<file path="config.mk">
export PLATFORM = sky130hd
export DESIGN_NAME = mul_req_arbiter
export DESIGN_NICKNAME = d
export VERILOG_FILES = /design/src/rtl/mul_req_arbiter.sv
export SDC_FILE = /design/constraint.sdc
export NUM_CORES = 1
export LEC_CHECK = 0
export ABC_AREA = 1
export BUFFER_PORTS_ARGS = -buffer_cell sky130_fd_sc_hd__buf_2
export CAP_MARGIN = 20
export CORE_ASPECT_RATIO = 0.9
export CORE_UTILIZATION = 35
export DETAILED_ROUTE_END_ITERATION = 8
export HOLD_SLACK_MARGIN = 0.02
export MAX_ROUTING_LAYER = met4
export SLEW_MARGIN = 20
export SYNTH_ARGS = -nofsm -noshare
export SYNTH_HDL_FRONTEND = slang
export SYNTH_SLANG_ARGS = --single-unit
</file>
<file path="constraint.sdc">
create_clock -name mul_clk -period 3.9 [get_ports mul_clk]
set_clock_uncertainty 0.15 [all_clocks]
set_input_delay 0.585 -clock mul_clk [delete_from_list [all_inputs] [get_ports mul_clk]]
set_output_delay 0.585 -clock mul_clk [all_outputs]
set_load 0.02 [all_outputs]
</file>
<file path="src/rtl/mul_req_arbiter.sv">
// mul_req_arbiter
//   Shares one external pipelined 32x32 multiplier among NUM_REQ requesters.
//   Requests are issued round-robin, at most one per cycle. A tracking pipe
//   of MUL_LAT {valid, id} stages follows each operation through the fixed
//   multiplier latency, and the product is pushed into the owner's response
//   FIFO. A per-requester credit counter (ops in flight + FIFO entries)
//   blocks issue once RSP_DEPTH operations are outstanding, so a FIFO can
//   never overflow even if its requester stops popping.
//
// Handshakes:
//   req_valid/req_ready: an op transfers in a cycle where both are 1 at the
//   rising edge. req_ready is combinational from req_valid; a requester must
//   never make req_valid depend on req_ready. rsp_valid/rsp_ready: the FIFO
//   head transfers in a cycle where both are 1 at the rising edge.
//
// Ports:
//   mul_clk     clock
//   resetn      synchronous reset, active HIGH (1 = reset)
//   req_valid   per-requester request valid
//   req_ready   per-requester grant (accepted this cycle)
//   req_signed  per-requester sign mode (1 = signed)
//   req_x/req_y packed operands, requester i at [32i+31:32i]
//   rsp_valid   per-requester response FIFO non-empty
//   rsp_ready   per-requester pop of the FIFO head
//   rsp_result  packed FIFO head products, requester i at [64i+63:64i]
//   mul_x/mul_y/mul_signed  operands to the multiplier (0 when idle)
//   mul_result  product from the multiplier, MUL_LAT cycles after issue
//   busy        any op in flight or any response FIFO non-empty

module mul_req_arbiter #(
  parameter int NUM_REQ   = 2,
  parameter int MUL_LAT   = 3,
  parameter int RSP_DEPTH = 4
) (
  input  logic                   mul_clk,
  input  logic                   resetn,
  input  logic [NUM_REQ-1:0]     req_valid,
  output logic [NUM_REQ-1:0]     req_ready,
  input  logic [NUM_REQ-1:0]     req_signed,
  input  logic [32*NUM_REQ-1:0]  req_x,
  input  logic [32*NUM_REQ-1:0]  req_y,
  output logic [NUM_REQ-1:0]     rsp_valid,
  input  logic [NUM_REQ-1:0]     rsp_ready,
  output logic [64*NUM_REQ-1:0]  rsp_result,
  output logic [31:0]            mul_x,
  output logic [31:0]            mul_y,
  output logic                   mul_signed,
  input  logic [63:0]            mul_result,
  output logic                   busy
);

  localparam int IDW = (NUM_REQ > 1) ? $clog2(NUM_REQ) : 1;
  localparam int CW  = $clog2(RSP_DEPTH + 1);
  localparam int PW  = (RSP_DEPTH > 1) ? $clog2(RSP_DEPTH) : 1;

  // Round-robin pointer: index of the most recently granted requester.
  logic [IDW-1:0] ptr_q, ptr_d;

  // Credits: ops in flight plus entries held in the FIFO, per requester.
  logic [CW-1:0]  cnt_q [NUM_REQ];
  logic [CW-1:0]  cnt_d [NUM_REQ];

  // Tracking pipe.
  logic [MUL_LAT-1:0] trk_vld_q, trk_vld_d;
  logic [IDW-1:0]     trk_id_q [MUL_LAT];
  logic [IDW-1:0]     trk_id_d [MUL_LAT];

  // Response FIFOs.
  logic [63:0]    mem_q [NUM_REQ][RSP_DEPTH];
  logic [63:0]    mem_d [NUM_REQ][RSP_DEPTH];
  logic [PW-1:0]  wr_q  [NUM_REQ];
  logic [PW-1:0]  wr_d  [NUM_REQ];
  logic [PW-1:0]  rd_q  [NUM_REQ];
  logic [PW-1:0]  rd_d  [NUM_REQ];
  logic [CW-1:0]  occ_q [NUM_REQ];
  logic [CW-1:0]  occ_d [NUM_REQ];

  logic [NUM_REQ-1:0] elig;
  logic [NUM_REQ-1:0] grant;
  logic [NUM_REQ-1:0] push;
  logic [NUM_REQ-1:0] pop;
  logic               issue;
  logic [IDW-1:0]     grant_idx;

  // ---------------------------------------------------------------------
  // Arbitration. Eligibility uses only registered credits, so a pop in the
  // same cycle cannot reopen a full requester until the next cycle. Grants
  // are suppressed while reset is asserted.
  // ---------------------------------------------------------------------
  always_comb begin
    elig      = '0;
    grant     = '0;
    grant_idx = '0;
    issue     = 1'b0;
    for (int i = 0; i < NUM_REQ; i++) begin
      elig[i] = !resetn && req_valid[i] && (cnt_q[i] < CW'(RSP_DEPTH));
    end
    // Search starts one past the last winner and wraps.
    for (int k = 1; k <= NUM_REQ; k++) begin
      logic [IDW-1:0] cand;
      cand = IDW'((int'(ptr_q) + k) % NUM_REQ);
      if (!issue && elig[cand]) begin
        grant[cand] = 1'b1;
        grant_idx   = cand;
        issue       = 1'b1;
      end
    end
  end

  assign req_ready = grant;

  // Operand mux to the multiplier; zeros when nothing issues.
  always_comb begin
    mul_x      = '0;
    mul_y      = '0;
    mul_signed = 1'b0;
    if (issue) begin
      mul_x      = req_x[32*int'(grant_idx) +: 32];
      mul_y      = req_y[32*int'(grant_idx) +: 32];
      mul_signed = req_signed[grant_idx];
    end
  end

  // ---------------------------------------------------------------------
  // FIFO outputs and busy.
  // ---------------------------------------------------------------------
  always_comb begin
    rsp_valid  = '0;
    rsp_result = '0;
    for (int i = 0; i < NUM_REQ; i++) begin
      rsp_valid[i]            = (occ_q[i] != '0);
      rsp_result[64*i +: 64]  = mem_q[i][rd_q[i]];
    end
  end

  assign busy = (|trk_vld_q) || (|rsp_valid);

  // ---------------------------------------------------------------------
  // Next state: pointer, tracking pipe, credits, FIFOs.
  // ---------------------------------------------------------------------
  always_comb begin
    ptr_d = issue ? grant_idx : ptr_q;

    trk_vld_d    = '0;
    trk_vld_d[0] = issue;
    trk_id_d[0]  = grant_idx;
    for (int s = 1; s < MUL_LAT; s++) begin
      trk_vld_d[s] = trk_vld_q[s-1];
      trk_id_d[s]  = trk_id_q[s-1];
    end
  end

  always_comb begin
    push = '0;
    pop  = '0;
    for (int i = 0; i < NUM_REQ; i++) begin
      // The last tracking stage lines up with the product on mul_result.
      push[i] = trk_vld_q[MUL_LAT-1] && (trk_id_q[MUL_LAT-1] == IDW'(i));
      pop[i]  = rsp_valid[i] && rsp_ready[i];

      cnt_d[i] = cnt_q[i];
      if (grant[i] && !pop[i]) begin
        cnt_d[i] = cnt_q[i] + CW'(1);
      end else if (!grant[i] && pop[i]) begin
        cnt_d[i] = cnt_q[i] - CW'(1);
      end

      mem_d[i] = mem_q[i];
      wr_d[i]  = wr_q[i];
      rd_d[i]  = rd_q[i];
      occ_d[i] = occ_q[i];
      if (push[i]) begin
        mem_d[i][wr_q[i]] = mul_result;
        wr_d[i] = (wr_q[i] == PW'(RSP_DEPTH - 1)) ? '0 : wr_q[i] + PW'(1);
      end
      if (pop[i]) begin
        rd_d[i] = (rd_q[i] == PW'(RSP_DEPTH - 1)) ? '0 : rd_q[i] + PW'(1);
      end
      if (push[i] && !pop[i]) begin
        occ_d[i] = occ_q[i] + CW'(1);
      end else if (!push[i] && pop[i]) begin
        occ_d[i] = occ_q[i] - CW'(1);
      end
    end
  end

  // ---------------------------------------------------------------------
  // Registers. Clearing the tracking valids on reset discards whatever the
  // multiplier still has in its pipe.
  // ---------------------------------------------------------------------
  always_ff @(posedge mul_clk) begin
    if (resetn) begin
      ptr_q     <= IDW'(NUM_REQ - 1);
      trk_vld_q <= '0;
      for (int s = 0; s < MUL_LAT; s++) begin
        trk_id_q[s] <= '0;
      end
      for (int i = 0; i < NUM_REQ; i++) begin
        cnt_q[i] <= '0;
        wr_q[i]  <= '0;
        rd_q[i]  <= '0;
        occ_q[i] <= '0;
      end
    end else begin
      ptr_q     <= ptr_d;
      trk_vld_q <= trk_vld_d;
      for (int s = 0; s < MUL_LAT; s++) begin
        trk_id_q[s] <= trk_id_d[s];
      end
      for (int i = 0; i < NUM_REQ; i++) begin
        cnt_q[i] <= cnt_d[i];
        wr_q[i]  <= wr_d[i];
        rd_q[i]  <= rd_d[i];
        occ_q[i] <= occ_d[i];
      end
    end
  end

  // FIFO storage is pure data; only the pointers and occupancy need reset.
  always_ff @(posedge mul_clk) begin
    for (int i = 0; i < NUM_REQ; i++) begin
      mem_q[i] <= mem_d[i];
    end
  end

  // Credits make a push into a full FIFO impossible.
  for (genvar g = 0; g < NUM_REQ; g++) begin : g_ovf
    a_no_overflow: assert property (@(posedge mul_clk) disable iff (resetn)
      !(push[g] && (occ_q[g] == CW'(RSP_DEPTH))));
  end

endmodule

</file>
==> results of run 1 <==
[cell usage after synthesis (all sizes together), types with 10 or more instances]
cell,number
a21oi,10
buf,67
clkbuf,45
dfxtp,27
edfxtp,512
ha,14
inv,114
nand2,160
nand3,73
nor2,356
o21ai,268
o22ai,128
[stage by stage]
step | setup slack (ns) | instances | hold WS [ns]
after floorplan | 0.02020 | 1790 | 0.2383
after global placement | 0.7991 | 2898 | 0.2486
after detailed placement | 0.7329 | 2898 | 0.2491
after CTS | 0.2535 | 2997 | 0.04223
after global routing | 0.1169 | 3010 | 0.06716
[metal layers]
layer / GRT usage
met1: 0.2140
met2: 0.3215
met3: 0.04644
met4: 0.07427
met5: -
[cells by family after synthesis]
kind of cell / Yosys count / share of synthesized area
and+or+nand+nor: 599 / 0.1101
DFF: 539 / 0.7323
AOI/OAI and AO/OA: 406 / 0.1009
buffers and inverters: 226 / 0.04416
adders and majority gates: 18 / 0.01174
xor gates and xnor gates: 2 / 0.0008061
==> results.sh, run 1 <==
export IMPL_overflow=0
export IMPL_grt_max_degree=86
export IMPL_initial_core_util=0.3543
export IMPL_synth_edf_count=512
export IMPL_synth_top_area_share=0.7074
export IMPL_yosys_area_top_type="edfxtp_1"
export IMPL_die_w_um=264.7
export IMPL_cts_buffer_depth=3
export IMPL_synth_seq_area_share=0.7323
export IMPL_std_cell_rows=86
export IMPL_async_reset_ff_frac=0
export IMPL_holdBufCountCts=0
export IMPL_first_error="[ERROR DRT-0255] Maze Route cannot find path of net req_x[32] in worker of routeBox ( 241500 96600 ) ( 264670 144900 )."
export IMPL_gp_congestion=0.7708
export IMPL_grt_pass1_wl_um=87280
export IMPL_h_tree_depth=2
export IMPL_synth_area_leaders="edfxtp_1 (71%), nor2_1 (6.1%), o21ai_0 (6.1%)"
export IMPL_ys_flop_type="edfxtp_1"
export IMPL_place_port_buffers=397
export IMPL_syn_avg_cell_area_um2=12.14
export IMPL_status="stopped before the end"
export IMPL_antenna_found_initial=17
export IMPL_cts_repair_resized=0
export IMPL_synth_nets=2008
export IMPL_numCtsBuffers=55
export IMPL_yosys_warnings=0
export IMPL_dp_hpwl_um=36300
export IMPL_syn_area_mm2=0.02173
export IMPL_cts_setup_buffers=0
export IMPL_root_buffer="clkbuf_16"
export IMPL_ios=398
export IMPL_placed_area_mm2=0.02460
export IMPL_synth_cell_types=26
export IMPL_grt_pass1_vias=14328
export IMPL_cts_sinks=539
export IMPL_fp_dieH_um=238.4
export IMPL_ys_ff_latch=539
export IMPL_stop_stage="detailed routing (5_2_route)"
export IMPL_grt_usage=0.1888
export IMPL_netlist_instances=1790
==> run 2: changes to the inputs <==
CORE_ASPECT_RATIO = not set   (was 0.9)
CORE_UTILIZATION = 20   (was 35)
HOLD_SLACK_MARGIN = not set   (was 0.02)
MAX_ROUTING_LAYER = not set   (was met4)
PLACE_DENSITY_LB_ADDON = 0.15   (was not set)
clock period = 5.05 ns   (was 3.9 ns; I/O delays follow)
==> run 2 against run 1 <==
Against the previous run: the run now ends clean; synthesized cell count is the same; global-route usage is 6.1 points lower; area after synthesis unchanged.
==> results.sh, run 2 <==
export IMPL_status="complete, no violations"
export IMPL_largest_reg_flops=512
export IMPL_min_from="trk_id_q[0][1]"
export IMPL_grt_pass1_vias=15139
export IMPL_syn_avg_cell_area_um2=12.14
export IMPL_vdd_ir_drop_worst_v=0.0002118
export IMPL_cts_setup_buffers=0
export IMPL_fmax_ghz=0.2587
export IMPL_max_flop_register="mem_q"
export IMPL_cp_arrival_ns=2.96
export IMPL_final_core_util=0.2562
export IMPL_hold_depth=2
export IMPL_design_core_area_mm2=0.1074
export IMPL_ios=398
export IMPL_r2r_start="cnt_q[0][2]"
export IMPL_rsz0062_at_grt="false"
export IMPL_fill_cells=11238
export IMPL_fin_crit_sh=0.7655
export IMPL_std_cell_rows=120
export IMPL_h_tree_depth=3
export IMPL_async_reset_ff_frac=0
export IMPL_reg_top3="mem_q (512), cnt_q (6), occ_q (6)"
export IMPL_dr_pass1_iters=5
export IMPL_slowest_delay_ns=0.74
export IMPL_synth_seq_area_share=0.7323
export IMPL_cp_startpoint="rd_q[0][0]"
export IMPL_fp_dieH_um=331.6
export IMPL_vias=15108
export IMPL_ys_ff_latch=539
export IMPL_drc=0
export IMPL_initial_core_util=0.2024
export IMPL_sw_frac_of_total=0.3630
export IMPL_grt_usage=0.1282
export IMPL_cellLeakagePower_nw=10.28
export IMPL_clk_latency_ns=0.60
export IMPL_routed_wirelength_um=71980
export IMPL_worst_setup_path_type="flip-flop to output port"
export IMPL_end_kind="output port"
export IMPL_syn_area_mm2=0.02173
export IMPL_setup_viol_count_final=0
export IMPL_pwr_share_comb=0.298
export IMPL_min_to="trk_id_q[0][2]"
export IMPL_crit_fanout=67
export IMPL_netlist_instances=1790
export IMPL_holdBufCountCts=0
export IMPL_hold_viol=0
export IMPL_wl_per_cell_um=19.79
export IMPL_synth_cell_types=26
export IMPL_maxSlewHeadroom=0.3623
export IMPL_place_port_buffers=397
export IMPL_cts_repair_resized=0
export IMPL_hold_path_class="flip-flop to flip-flop"
export IMPL_p_int_w=0.008880
export IMPL_gp_congestion=0.8864
export IMPL_cts_tree="done"
export IMPL_synth_nets=2008
export IMPL_rr_endpoint="cnt_q[0][2]"
export IMPL_drive_gt1_frac=0.2434
export IMPL_reg2reg_depth=12
export IMPL_nets=2398
export IMPL_yosys_warnings=0
export IMPL_ant_nets=0
export IMPL_synth_commonest_cells="edfxtp_1 (512), nor2_1 (356), o21ai_0 (267)"
export IMPL_cp_data_required_time_ns=4.14
export IMPL_synth_area_leaders="edfxtp_1 (71%), nor2_1 (6.1%), o21ai_0 (6.1%)"
export IMPL_area_growth_pct=26.56
export IMPL_synth_top_area_share=0.7074
export IMPL_cts_sinks=539
export IMPL_yosys_area_top_type="edfxtp_1"
export IMPL_layout_common_cells="edfxtp_1 (512), buf_2 (397), nor2_1 (348), o21ai_0 (267), nand2_1 (159)"
export IMPL_path_cells="inv_4, buf_4, o21ai_0, o22ai_1, buf_2"
export IMPL_worstSetupStartpointType="flip-flop"
export IMPL_ys_flop_type="edfxtp_1"
export IMPL_root_buffer="clkbuf_16"
export IMPL_antenna_found_initial=8
export IMPL_synth_edf_count=512
export IMPL_drv_slew=0
export IMPL_grt_pass1_wl_um=104200
export IMPL_cap_violations=0
export IMPL_cts_buffer_depth=3
export IMPL_overflow=0
export IMPL_switching_power_w=0.005059
export IMPL_numCtsBuffers=66
export IMPL_power_density_mw_per_mm2=506.8
export IMPL_clk_pin_slew_ns=0.05
export IMPL_drt_iter0_markers=749
export IMPL_rrSetupSlack_ns=2.43
export IMPL_die_w_um=331.6
export IMPL_die_area_mm2=0.1100
export IMPL_grt_max_degree=70
export IMPL_dp_hpwl_um=45440
export IMPL_final_common_cell="edfxtp_1"
export IMPL_vias_per_cell=4.154
export IMPL_worst_slew_pin_slew_ns=0.9566
export IMPL_final_min_clock_period_ns=3.866
export IMPL_pwr_share_seq=0.372
export IMPL_synth_most_common_cell="edfxtp_1"
export IMPL_fin_tns_setup_ns=0
export IMPL_cp_slowest_cell="inv_4"
export IMPL_p_clk_frac=0.330
[run 2: cell counts after synthesis]
Identical to the previous run, type by type.
[run 2: worst max path at each step]
stage / end / slack, ns / cells after the start
after CTS: rsp_result[19] / 1.06 / 5
after detailed placement: mul_x[4] / 1.41 / 8
after floorplan: mem_q[0][100] / 1.17 / 4
after global routing: rsp_result[3] / 0.90 / 5
after global placement: mul_y[26] / 1.47 / 7
final: rsp_result[7] / 1.18 / 5
[run 2: area by class of cell]
type,instances,area (um^2),area share
timing repair buffer,434,2352,0.08552
antenna,3,7.507,0.0002729
sequential,539,15930,0.5792
multi-input combinational,1025,4918,0.1788
tap,1403,1755,0.06382
inverter,114,435.4,0.01583
clock inverter,28,317.8,0.01155
clock buffer,91,1788,0.06500
[run 2: power groups by stage]
| stage | clock network (W) | logic (W) | registers, W |
|---|---|---|---|
| 2_1_floorplan | 0 | 0.00259 | 0.00514 |
| 3_3_place_gp | 0 | 0.00426 | 0.00528 |
| 3_5_place_dp | 0 | 0.00429 | 0.00528 |
| 4_1_cts | 0.00478 | 0.00430 | 0.00519 |
| 5_1_grt | 0.00494 | 0.00459 | 0.00520 |
| 6_report | 0.00460 | 0.00416 | 0.00518 |
[run 2: logic make-up (layout without fill, tap and decap cells)]
kind of cell / after synthesis / in the layout / synth area share
fa+ha+maj: 18 / 18 / 0.01174
flops: 539 / 539 / 0.7323
compound gates: 406 / 406 / 0.1009
other cells: 0 / 3 / 0
buf+inv: 226 / 667 / 0.04416
simple gates: 599 / 599 / 0.1101
xor+xnor: 2 / 2 / 0.0008061
[run 2: metal layers]
metal / GRT usage / part of all wire
met5: 0 / 0.00057
met4: 0.03751 / 0.021
met3: 0.03625 / 0.067
met2: 0.2212 / 0.49
met1: 0.1541 / 0.42
[run 2: per-stage QoR]
step | instance area [um^2] | setup slack (ns) | total power, W | hold slack, ns | std cells
2_1_floorplan | 21730 | 1.170 | 0.007732 | 0.2383 | 1790
3_3_place_gp | 25350 | 1.466 | 0.009541 | 0.2595 | 3513
3_5_place_dp | 25390 | 1.415 | 0.009573 | 0.2616 | 3515
4_1_cts | 27500 | 1.064 | 0.01427 | 0.2185 | 3634
5_1_grt | 27500 | 0.9013 | 0.01473 | 0.2383 | 3635
6_report | 27510 | 1.184 | 0.01394 | 0.2627 | 3637
[run 2: critical path, delay by kind of cell (launching register included)]
kind | cells | cell delay, ns
AOI/OAI and AO/OA | 2 | 0.33
DFF | 1 | 0.50
buffers and inverters | 3 | 1.43
Power figures use the tool's default switching activity.
==> run 3: changes to the inputs <==
clock period = 3.3 ns   (was 5.05 ns; I/O delays follow)
==> run 3 against run 2 <==
Against the previous run: sequential share of layout area fell by 1.8 points; wire length increased by 1.6%; first-iteration DRC count decreased by 3.6%; sequential cell count stayed put; critical endpoint is now mul_y[0]; non-clock buffer count rose by 65; critical path depth rose by 3; die area unchanged; count of clock-buffer cells in the layout down 8; cell area rose by 3.1%; worst hold slack worse by 0.22 ns; total power rose by 56%.
==> results.sh, run 3 (synthesis gave the netlist of run 2 again) <==
export IMPL_worst_setup_path_type="input port to output port"
export IMPL_worstSetupStartpointType="input port"
export IMPL_cts_setup_buffers=0
export IMPL_drv_slew=0
export IMPL_hold_path_class="input port to flip-flop"
export IMPL_grt_max_degree=77
export IMPL_die_area_mm2=0.1100
export IMPL_ios=398
export IMPL_status="complete, no violations"
export IMPL_hold_viol=0
export IMPL_max_flop_register="mem_q"
export IMPL_seqCellArea_mm2=0.01593
export IMPL_dr_pass1_iters=4
export IMPL_place_ws_ns=0.6137
export IMPL_fp_dieH_um=331.6
export IMPL_cts_sinks=539
export IMPL_slowest_delay_ns=0.53
export IMPL_nets=2464
export IMPL_end_kind="output port"
export IMPL_area_growth_pct=30.50
export IMPL_std_cell_rows=120
export IMPL_worst_slew_pin_slew_ns=0.7976
export IMPL_dp_hpwl_um=46060
export IMPL_final_min_clock_period_ns=3.091
export IMPL_grt_usage=0.1309
export IMPL_fin_crit_sh=0.9366
export IMPL_fill_cells=11192
export IMPL_die_w_um=331.6
export IMPL_ant_nets=0
export IMPL_cp_arrival_ns=2.45
export IMPL_path_cells="dlygate4sd3_1, buf_2, inv_2, nand4_4, buf_4, nand3_1, nand2_1, buf_2"
export IMPL_root_buffer="clkbuf_16"
export IMPL_cap_violations=0
export IMPL_drc=0
export IMPL_final_common_cell="edfxtp_1"
export IMPL_cellLeakagePower_nw=10.65
export IMPL_crit_fanout=66
export IMPL_wl_per_cell_um=19.72
export IMPL_antenna_found_initial=14
export IMPL_place_port_buffers=397
export IMPL_worst_slack_ns=0.2092
export IMPL_grt_pass1_wl_um=106100
export IMPL_fin_tns_setup_ns=0
export IMPL_layout_common_cells="edfxtp_1 (512), buf_2 (397), nor2_1 (348), o21ai_0 (267), nand2_1 (159)"
export IMPL_grt_pass1_vias=15458
export IMPL_fmax_ghz=0.3235
export IMPL_cp_data_required_time_ns=2.65
export IMPL_numCtsBuffers=67
export IMPL_cp_slowest_cell="dlygate4sd3_1"
export IMPL_cts_tree="done"
export IMPL_rsz0062_at_grt="false"
export IMPL_initial_core_util=0.2024
export IMPL_gp_congestion=0.9169
export IMPL_h_tree_depth=3
export IMPL_clk_latency_ns=0.62
export IMPL_design_core_area_mm2=0.1074
export IMPL_vdd_ir_drop_worst_v=0.0003959
export IMPL_drt_iter0_markers=722
export IMPL_setup_viol_count_final=0
export IMPL_vias=15338
export IMPL_drive_gt1_frac=0.2419
export IMPL_vias_per_cell=4.138
export IMPL_reg_top3="mem_q (512), cnt_q (6), occ_q (6)"
export IMPL_largest_reg_flops=512
export IMPL_overflow=0
export IMPL_cts_buffer_depth=3
export IMPL_maxSlewHeadroom=0.4682
export IMPL_cp_common_cell="buf_2"
export IMPL_clk_pin_slew_ns=0.06
export IMPL_power_density_mw_per_mm2=768.6
export IMPL_routed_wirelength_um=73110
export IMPL_multiInputGateArea_mm2=0.004918
==> run 3: changes by cell type in the layout (fill, tap and decap cells not counted), moves of 7 or more <==
cell,delta
buf_12,+10
dlygate4sd3_1,+60
buf_4,-7
clkbuf_1,-7
==> run 3: worst paths after layout <==
| path | from | end | slack (ns) | cells after the start |
|---|---|---|---|---|
| setup / recovery | resetn | mul_y[0] | 0.21 | 8 |
| hold / removal | mul_result[32] | mem_q[0][480] | 0.04 | 1 |
| setup reg to reg | trk_vld_q[2] | occ_q[0][2] | 1.03 | 11 |
| hold reg to reg | trk_id_q[0][0] | trk_id_q[0][1] | 0.27 | 2 |
==> run 3: layout make-up <==
| type | instances | share of cell area |
|---|---|---|
| antenna | 6 | 0.0005294 |
| timing repair buffer | 499 | 0.1102 |
| multi-input combinational | 1025 | 0.1734 |
| sequential | 539 | 0.5617 |
| clock buffer | 83 | 0.06123 |
| tap | 1403 | 0.06189 |
| inverter | 114 | 0.01535 |
| clock inverter | 38 | 0.01570 |
==> run 3: what timing repair did <==
item                                    4_1_cts  5_1_grt
endpoints found under the setup margin        0       66
resized for setup                             0        3
endpoints found under the hold margin       438        0
hold buffers                                 60        0
==> run 3: worst max-delay path: cells and delay by family <==
family,cells,cell delay (ns)
buffers and inverters,5,1.51
AND/OR/NAND/NOR,3,0.39
==> run 3: metal layers <==
metal | track usage | share of wire | routed length [um] | vias up
li1 | - | - | - | 7290
met1 | 0.1528 | 0.42 | 30510 | 7473
met2 | 0.2243 | 0.48 | 35220 | 450
met3 | 0.03870 | 0.068 | 4992 | 117
met4 | 0.05116 | 0.032 | 2335 | 8
met5 | 0 | 0.00070 | 51 | -
==> run 3: stage by stage <==
stage               area, um^2    util  hold slack, ns  total power (W)  cells
global route             28360  0.2642         0.03032          0.02306   3706
detailed placement       25550  0.2380          0.2475          0.01481   3520
CTS                      28340  0.2640       0.0008938          0.02233   3701
floorplan                21750       -          0.2383          0.01183   1790
global placement         25550  0.2380          0.2676          0.01475   3520
finish                   28360  0.2642         0.04215          0.02180   3707
==> run 3: where the power goes <==
part	switching, W	internal, W
registers	0.000105	0.00766
logic	0.00479	0.00196
clock network	0.00295	0.00434
total	0.00785	0.0140
==> run 4: changes to the inputs <==
CTS_BUF_LIST = sky130_fd_sc_hd__clkbuf_2   (was not set)
==> run 4 against run 3 <==
Against the previous run: the flow now finishes with violations (setup timing); sequential share of layout area decreased by 9.3 points; combinational power increased by 84%; non-clock buffer count increased by 228; highest routed layer unchanged; total power increased by 15%; clock power decreased by 33%; sequential power about the same.
==> results.sh, run 4 (synthesis gave the netlist of run 2 again) <==
export IMPL_layout_common_cells="edfxtp_1 (512), nor2_1 (301), buf_2 (225), clkbuf_2 (223), o21ai_0 (156)"
export IMPL_vias=17620
export IMPL_path_cells="buf_12, clkinv_16, buf_12, buf_12, buf_16, buf_6, nor2_4, o22ai_4, buf_6"
export IMPL_rr_endpoint="cnt_q[0][0]"
export IMPL_p_int_w=0.01496
export IMPL_rsz0062_at_grt="true"
export IMPL_initial_core_util=0.2024
export IMPL_seqCellArea_mm2=0.01593
export IMPL_globalRouteMet2Util=0.2861
export IMPL_cts_buffer_depth=3
export IMPL_design_core_area_mm2=0.1074
export IMPL_overflow=0
export IMPL_hold_viol=0
export IMPL_nets=2785
export IMPL_cellLeakagePower_nw=13.04
export IMPL_largest_reg_flops=512
export IMPL_ant_nets=0
export IMPL_drt_iter0_markers=791
export IMPL_grtUsageMet3=0.04887
export IMPL_vias_per_cell=4.306
export IMPL_dp_hpwl_um=46060
export IMPL_cts_tree="done"
export IMPL_slowest_delay_ns=0.40
export IMPL_worst_slew_pin_slew_ns=0.8896
export IMPL_ios=398
export IMPL_worstSetupStartpointType="flip-flop"
export IMPL_pwr_share_seq=0.311
export IMPL_place_ws_ns=0.6137
export IMPL_grt_pass1_vias=17909
export IMPL_status="complete, but fails checks"
export IMPL_min_to="occ_q[0][0]"
export IMPL_cp_arrival_ns=2.74
export IMPL_postLayoutCellArea_mm2=0.03399
export IMPL_numCtsBuffers=154
export IMPL_drive_gt1_frac=0.4263
export IMPL_rrSetupSlack_ns=0.39
export IMPL_dp_cells=3520
export IMPL_final_common_cell="edfxtp_1"
export IMPL_root_buffer="clkbuf_2"
export IMPL_die_w_um=331.6
export IMPL_fp_dieH_um=331.6
export IMPL_reg_top3="mem_q (512), cnt_q (6), occ_q (6)"
export IMPL_drc=0
export IMPL_antenna_found_initial=17
export IMPL_cap_violations=0
export IMPL_met1_usage=0.1880
export IMPL_drv_slew=0
export IMPL_setup_viol_count_final=56
export IMPL_clk_pin_slew_ns=0.10
export IMPL_area_growth_pct=56.40
export IMPL_routed_wirelength_um=96120
export IMPL_sw_frac_of_total=0.4008
export IMPL_cp_slowest_cell="dfxtp_4"
export IMPL_switching_power_w=0.01001
export IMPL_cts_sinks=539
export IMPL_die_area_mm2=0.1100
export IMPL_grt_max_degree=67
export IMPL_worst_setup_path_type="flip-flop to output port"
export IMPL_std_cell_rows=120
export IMPL_fill_cells=10801
export IMPL_crit_fanout=13
export IMPL_multiInputGateArea_mm2=0.006530
export IMPL_power_density_mw_per_mm2=734.5
export IMPL_hold_path_class="input port to flip-flop"
export IMPL_r2r_start="cnt_q[0][5]"
export IMPL_vdd_ir_drop_worst_v=0.0004475
export IMPL_wl_per_cell_um=23.49
export IMPL_fin_crit_sh=1.027
export IMPL_cp_data_required_time_ns=2.65
export IMPL_fin_cells=4092
export IMPL_max_flop_register="mem_q"
export IMPL_grt_busiest_layer="met2"
export IMPL_fmax_ghz=0.2952
export IMPL_p_clk_frac=0.195
export IMPL_final_min_clock_period_ns=3.388
export IMPL_worst_slack_ns=-0.08751
export IMPL_maxSlewHeadroom=0.4069
export IMPL_gp_congestion=0.9169
export IMPL_grt_usage=0.1649
export IMPL_violations="setup timing"
export IMPL_final_core_util=0.3166
export IMPL_dr_pass1_iters=5
export IMPL_clk_latency_ns=1.35
export IMPL_cp_common_cell="buf_12"
export IMPL_min_from="rsp_ready[0]"
export IMPL_whs_ns=0.2343
export IMPL_pwr_share_comb=0.495
export IMPL_hold_depth=5
export IMPL_reg2reg_depth=11
export IMPL_place_port_buffers=397
export IMPL_placed_area_mm2=0.02555
export IMPL_end_kind="output port"
export IMPL_grt_pass1_wl_um=129100
export IMPL_h_tree_depth=4
run 4: final cells by class:
| cell class | instances | share of cell area |
|---|---|---|
| clock buffers | 223 | 0.03283 |
| repair buffers | 727 | 0.2301 |
| clock inverters | 45 | 0.007031 |
| flip-flops and latches | 539 | 0.4687 |
| inverters | 114 | 0.01498 |
| multi-input cells | 1025 | 0.1921 |
| diodes | 10 | 0.0007362 |
| repair inverters | 6 | 0.001840 |
| well taps | 1403 | 0.05164 |
run 4: stage by stage:
| step | power (W) | setup TNS (ns) |
|---|---|---|
| finish | 0.02497 | -1.776 |
| global route | 0.02630 | -42.84 |
| CTS | 0.02399 | -50.38 |
| detailed placement | 0.01481 | 0 |
| global placement | 0.01475 | 0 |
| floorplan | 0.01183 | 0 |
run 4: what timing repair did:
| action | in CTS | in global routing |
|---|---|---|
| buffers inserted | 54 | 26 |
| gates cloned | 56 | 18 |
| pin swaps | 72 | 113 |
| endpoints found under the hold margin | 539 | 0 |
| endpoints found under the setup margin | 194 | 195 |
| hold buffers | 148 | 0 |
| resized for setup | 519 | 419 |
run 4: worst max path at each step:
stage / start / to / slack [ns] / cells past startpoint
after floorplan: wr_q[0][0] / mem_q[0][100] / 0.48 / 4
after global placement: resetn / mul_y[28] / 0.68 / 8
after detailed placement: resetn / mul_y[0] / 0.61 / 8
after CTS: rd_q[0][2] / rsp_result[123] / -0.39 / 6
after global routing: rd_q[0][2] / rsp_result[72] / -0.36 / 6
final: rd_q[0][0] / rsp_result[15] / -0.09 / 9
run 4: worst max-delay path, delay by kind of cell, from the launching register on:
kind,cells,cell delay (ns)
AO/OA/AOI/OAI,1,0.09
buffers and inverters,7,0.91
flip-flops,1,0.40
AND/OR/NAND/NOR,1,0.09
run 4: power groups by stage:
stage | registers, W | clock network, W | logic, W
floorplan | 0.00786 | 0 | 0.00397
detailed placement | 0.00791 | 0 | 0.00691
global placement | 0.00790 | 0 | 0.00684
global route | 0.00777 | 0.00544 | 0.0131
CTS | 0.00775 | 0.00515 | 0.0111
finish | 0.00775 | 0.00486 | 0.0124
run 4: per-layer routing:
metal	up-vias	wire length [um]
met2	648	47840
li1	8079	-
met5	-	23
met1	8711	38640
met4	4	3402
met3	178	6212
